**src/rtl/alu_seq.sv**
```systemverilog
// alu_seq: registered 6502-style ALU with multi-cycle BCD add/subtract, one digit per clock
module alu_seq #(
    parameter int WIDTH = 8
) (
    input  logic             clk,
    input  logic             rst_n,
    input  logic             start,
    input  logic [3:0]       op,
    input  logic             dec,
    input  logic [WIDTH-1:0] a,
    input  logic [WIDTH-1:0] b,
    input  logic             ci,
    output logic             ready,
    output logic             done,
    output logic [WIDTH-1:0] y,
    output logic             n,
    output logic             v,
    output logic             z,
    output logic             c,
    output logic             hc,
    output logic             err
);
    localparam int NIB = WIDTH / 4;
    localparam int IW = $clog2(NIB);

    typedef enum logic [1:0] {IDLE, EXEC, ADJ, DONE} state_t;

    state_t           state, state_nx;
    logic [3:0]       op_q;
    logic             dec_q, ci_q, k, v_bin, hc_d0;
    logic [WIDTH-1:0] a_q, b_q, bx, r, y_bcd;
    logic [WIDTH:0]   sum;
    logic [IW-1:0]    idx;
    logic             legal, arith, last, c_bin, v_b, hc_b, k_nx;
    logic [4:0]       s_add, s_sub;
    logic [3:0]       dig;

    assign ready = state == IDLE;
    assign done  = state == DONE;
    assign legal = op_q <= 4'd8;
    assign arith = op_q < 4'd2;
    assign bx    = op_q == 4'd1 ? ~b_q : b_q;
    assign sum   = {1'b0, a_q} + {1'b0, bx} + {{WIDTH{1'b0}}, ci_q};
    // carry out of bit 3 is the carry into bit 4
    assign hc_b  = a_q[4] ^ bx[4] ^ sum[4];
    assign v_b   = (a_q[WIDTH-1] == bx[WIDTH-1]) && (sum[WIDTH-1] != a_q[WIDTH-1]);

    always_comb begin
        r     = sum[WIDTH-1:0];
        c_bin = arith ? sum[WIDTH] : 1'b0;
        case (op_q)
            4'd2: r = a_q | b_q;
            4'd3: r = a_q ^ b_q;
            4'd4: r = a_q & b_q;
            4'd5: begin
                r     = {1'b0, a_q[WIDTH-1:1]};
                c_bin = a_q[0];
            end
            4'd6: begin
                r     = {a_q[WIDTH-2:0], 1'b0};
                c_bin = a_q[WIDTH-1];
            end
            4'd7: begin
                r     = {a_q[WIDTH-2:0], ci_q};
                c_bin = a_q[WIDTH-1];
            end
            4'd8: begin
                r     = {ci_q, a_q[WIDTH-1:1]};
                c_bin = a_q[0];
            end
            default: ;
        endcase
    end

    // digit ripple: a_q/b_q shift right one nibble per cycle, result digits enter a_q from the top
    assign s_add = {1'b0, a_q[3:0]} + {1'b0, b_q[3:0]} + {4'b0, k};
    assign s_sub = {1'b0, a_q[3:0]} - {1'b0, b_q[3:0]} - {4'b0, ~k};
    assign k_nx  = op_q == 4'd0 ? s_add > 5'd9 : !s_sub[4];
    assign dig   = op_q == 4'd0 ? (s_add > 5'd9 ? s_add[3:0] - 4'd10 : s_add[3:0])
                                : (s_sub[4] ? s_sub[3:0] + 4'd10 : s_sub[3:0]);
    assign y_bcd = {dig, a_q[WIDTH-1:4]};
    assign last  = idx == IW'(NIB - 1);

    always_comb begin
        state_nx = state;
        case (state)
            IDLE:    state_nx = start ? EXEC : IDLE;
            EXEC:    state_nx = dec_q && arith ? ADJ : DONE;
            ADJ:     state_nx = last ? DONE : ADJ;
            default: state_nx = IDLE;
        endcase
    end

    always_ff @(posedge clk or negedge rst_n)
        if (!rst_n) state <= IDLE;
        else        state <= state_nx;

    always_ff @(posedge clk or negedge rst_n) begin
        if (!rst_n) begin
            op_q  <= '0;
            dec_q <= 1'b0;
            ci_q  <= 1'b0;
            a_q   <= '0;
            b_q   <= '0;
            k     <= 1'b0;
            v_bin <= 1'b0;
            hc_d0 <= 1'b0;
            idx   <= '0;
            y     <= '0;
            n     <= 1'b0;
            v     <= 1'b0;
            z     <= 1'b0;
            c     <= 1'b0;
            hc    <= 1'b0;
            err   <= 1'b0;
        end else begin
            case (state)
                IDLE: if (start) begin
                    op_q  <= op;
                    dec_q <= dec;
                    ci_q  <= ci;
                    a_q   <= a;
                    b_q   <= b;
                    err   <= 1'b0;
                    idx   <= '0;
                end
                EXEC: if (!legal) begin
                    err <= 1'b1;
                end else if (dec_q && arith) begin
                    k     <= ci_q;
                    v_bin <= v_b;
                end else begin
                    y  <= r;
                    n  <= r[WIDTH-1];
                    z  <= r == '0;
                    c  <= c_bin;
                    v  <= arith ? v_b : 1'b0;
                    hc <= arith ? hc_b : 1'b0;
                end
                ADJ: begin
                    a_q <= y_bcd;
                    b_q <= {4'b0, b_q[WIDTH-1:4]};
                    k   <= k_nx;
                    idx <= idx + IW'(1);
                    if (idx == '0) hc_d0 <= k_nx;
                    if (last) begin
                        y  <= y_bcd;
                        n  <= dig[3];
                        z  <= y_bcd == '0;
                        c  <= k_nx;
                        v  <= v_bin;
                        hc <= hc_d0;
                    end
                end
                default: ;
            endcase
        end
    end
endmodule
```
**config.mk**
```make
export PLATFORM = sky130hd
export DESIGN_NAME = alu_seq
export DESIGN_NICKNAME = d
export VERILOG_FILES = /design/src/rtl/alu_seq.sv
export SDC_FILE = /design/constraint.sdc
export NUM_CORES = 1
export LEC_CHECK = 0
export CAP_MARGIN = 20
export CORE_MARGIN = 4
export CORE_UTILIZATION = 60
export DETAILED_ROUTE_END_ITERATION = 7
export PLACE_DENSITY = 0.84
export REMOVE_ABC_BUFFERS = 1
export SYNTH_ARGS = -nofsm -noshare
export SYNTH_HDL_FRONTEND = slang
export SYNTH_SLANG_ARGS = --single-unit
```
**constraint.sdc**
```tcl
create_clock -name clk -period 8.45 [get_ports clk]
set_input_delay 1.69 -clock clk [delete_from_list [all_inputs] [get_ports clk]]
set_output_delay 1.69 -clock clk [all_outputs]
set_load 0.02 [all_outputs]
```
==> metrics.log <==
[metrics] run status: complete, no violations
[metrics] critical setup path kind: reg -> reg
[metrics] die footprint: approximately 0.0075 mm2
[metrics] HPWL Detailed: between 7 and 8 mm
[metrics] transition time of the tightest slew-check pin: a little under 1 ns
[metrics] clock-pin transition on the worst setup and hold timing paths: ~0.09 ns
[metrics] buffers inserted during post-CTS setup optimization: 0
[metrics] number of remaining DRC errors: 0
[metrics] clock latency of the later-clocked register in the worst-skew pair: approximately 0.30 ns
[metrics] Post-Route Setup TNS: 0 ns
[metrics] number of register bits inferred by synthesis: just over 40
[metrics] critical-path maximum fanout: 33
[metrics] max-slew violation count: 0
[metrics] simple logic cell fraction of the synthesized area: 0.162
[metrics] Core ar.: 0.00596 mm2
[metrics] synth-to-layout area growth: 14.0%
[metrics] proportion of layout cells with a drive suffix above 1: 0.0670
[metrics] number of placement rows: 28
[metrics] gate count of the mapped netlist: 436
[metrics] mux share of post-synthesis cell area: 0.0625
[metrics] final-report setup violation count: 0
[metrics] fill cell count: 490
[metrics] post-synthesis share of cell area spent on xor and xnor gates: 0.0426
[metrics] Sequential Area: 0.00103 mm2
[metrics] chip width: ~87 um
[metrics] share of Yosys cell area claimed by the top area cell type: 0.277
[metrics] H-tree depth: 2
[metrics] Worst Setup End Kind: flop
[metrics] violation count after the first detailed-route iteration: 261
[metrics] setup repair after global routing missed its margin: no
[metrics] CTS Root Cell: sky130_fd_sc_hd__clkbuf_8
[metrics] number of CTS-inserted buffers: 5
[metrics] final estimated routing congestion in global placement: about 0.95
[metrics] average detailed-routed wire length per instance: ~18 um
[metrics] number of vias per cell after detailed routing: 6.16
[metrics] TritonCTS clock tree: yes
[metrics] final clock period utilization by the worst path: 0.513
[metrics] Post-synth EDFFs: 0
[metrics] CP Launch Type: flop
[metrics] GR Overflow Total: 0
[metrics] final wirelength: slightly below 10 mm
[metrics] cell area after technology mapping: approximately 0.0037 mm2
[metrics] number of violations of the max-capacitance limit: 0
[metrics] number of gates resized after CTS: 0
[metrics] most numerous cell in the Yosys netlist: sky130_fd_sc_hd__nand2_1
[metrics] warnings from Yosys: 0
[metrics] Worst Path Required: roughly 8.6 ns
[metrics] Avg Cell Area, Syn: about 8.5 um2
[metrics] main area contributors after synthesis: sky130_fd_sc_hd__dfrtp_1, sky130_fd_sc_hd__ha_1, sky130_fd_sc_hd__nand2_1
[metrics] initial antenna violation count: 0
[metrics] flip-flop cell with the highest count after synthesis: sky130_fd_sc_hd__dfrtp_1
[metrics] clk sinks: 41
[metrics] adder-cell share of the synthesized area: 0.154
[metrics] clock tree skew after final layout: between 0.01 and 0.015 ns
[metrics] type of the most critical hold path: reg -> reg
[metrics] combinational family with the most area after synthesis: compound AO/OA/AOI/OAI gates
[metrics] Async SR Flop Fraction: 1.00
[metrics] vias in the first global route: 3,126
[metrics] library cell with the largest summed area after synthesis: sky130_fd_sc_hd__dfrtp_1
[metrics] post-route ant nets: 0
[metrics] number of failing hold endpoints at the final stage: 0
[metrics] Max Buffers Root-to-Sink: 2
[metrics] number of I/O pins: 41
[metrics] sequential area share after synthesis: 0.277
[metrics] data arrival time of the critical path: 4.52 ns
[metrics] area used by multi-input combinational logic: between 0.002 and 0.0025 mm2
[metrics] worst max-slew margin expressed relative to the limit: 0.352
[metrics] starting utilization of the core area: 0.622
[metrics] overall global routing resource usage: 0.277
[metrics] Antenna Cells: 0
[metrics] final critical path time including I/O delays and setup: ~4.3 ns
[metrics] height of the chip: roughly 87 um
[metrics] 1st-pass router iterations: 5
[metrics] compound-gate portion of the synthesized area: 0.240
[metrics] distinct cell type count after synthesis: 65
[metrics] quantity of hold-fixing buffers added after cts: 0
[metrics] count of input and output buffers: 40
[metrics] wire length of the first global-routing pass: 16.2 mm
[metrics] net total in the final layout: about 530
[metrics] maximum number of pins on one net before global-route repair: 42
[metrics] synth cell count leaders: sky130_fd_sc_hd__nand2_1, sky130_fd_sc_hd__dfrtp_1, sky130_fd_sc_hd__ha_1, sky130_fd_sc_hd__o21ai_0, sky130_fd_sc_hd__inv_1
[metrics] detailed-route via count: roughly 3.3k
[metrics] timing-limited maximum frequency: 0.230 GHz
-- critical path, stage by stage (launching register included) --
cell                       delay [ns]
sky130_fd_sc_hd__dfrtp_1         0.74
sky130_fd_sc_hd__nor2_1          0.53
sky130_fd_sc_hd__nand2_1         0.22
sky130_fd_sc_hd__nor2_2          0.44
sky130_fd_sc_hd__xnor2_1         0.16
sky130_fd_sc_hd__fa_1            0.45
sky130_fd_sc_hd__fa_1            0.43
sky130_fd_sc_hd__a21o_1          0.17
sky130_fd_sc_hd__a21oi_1         0.28
sky130_fd_sc_hd__o21ai_0         0.20
sky130_fd_sc_hd__a21o_1          0.21
sky130_fd_sc_hd__a21oi_1         0.13
sky130_fd_sc_hd__o2111a_1        0.19
sky130_fd_sc_hd__o31ai_1         0.06
-- per-layer routing --
metal  routed length [um]  up-vias  global-route usage
met5                    0        -                   0
met4                  191        0              0.0751
met3                  621       18              0.0295
met2                 4510      130               0.455
met1                 4420     1565               0.390
li1                     -     1599                   -
-- placed cells by master, fill, tap and decap left out, drive strengths merged, types with 9 or more instances in the layout --
master / n
a21oi: 30
clkdlybuf4s50: 39
dfrtp: 41
ha: 36
inv: 32
mux2: 9
mux2i: 13
nand2: 55
nor2: 23
o21ai: 41
o31ai: 12
xnor2: 16
-- per-stage QoR --
stage | setup WS, ns | hold slack, ns | instance area (um2) | util | instances
after floorplan | 4.70 | 0.450 | 3590 | - | 413
final | 4.11 | 0.469 | 4220 | 0.708 | 538
after global placement | 4.32 | 0.454 | 4100 | 0.688 | 530
after CTS | 4.19 | 0.474 | 4220 | 0.708 | 538
after detailed placement | 4.21 | 0.456 | 4100 | 0.688 | 530
after global routing | 3.66 | 0.509 | 4220 | 0.708 | 538
-- path summary, 6_finish.rpt --
kind / start / to / slack, ns / cells past startpoint
worst max-delay path: op_q[2] / c / 4.11 / 13
min in group asynchronous: rst_n / a_q[5] / 1.52 / 1
worst min register to register: y[5] / y[5] / 0.47 / 2
worst min-delay path: y[5] / y[5] / 0.47 / 2
worst max register to register: op_q[2] / c / 4.11 / 13
max in group asynchronous: rst_n / a_q[2] / 6.34 / 1
-- state kept, by name, summed over array words and instances (netlist names), 2 cells and up --
name	cells
state	2
y	8
b_q	8
a_q	8
op_q	4
-- cell type report --
class / instances / area share
clock inverters: 2 / 0.00890
flip-flops and latches: 41 / 0.243
inverters: 32 / 0.0285
clock buffers: 6 / 0.0196
repair buffers: 42 / 0.0973
well taps: 75 / 0.0222
multi-input cells: 340 / 0.580
-- cell families after synthesis --
| kind of cell | Yosys count |
|---|---|
| adders and majority gates | 42 |
| and+or+nand+nor | 122 |
| xor gates and xnor gates | 18 |
| muxes | 22 |
| DFF | 41 |
| AOI/OAI and AO/OA | 136 |
| buffers and inverters | 55 |
Power is left out: the tool's default activity adds up to more than one toggle a clock period on the data nets, which glitch-free logic cannot reach.
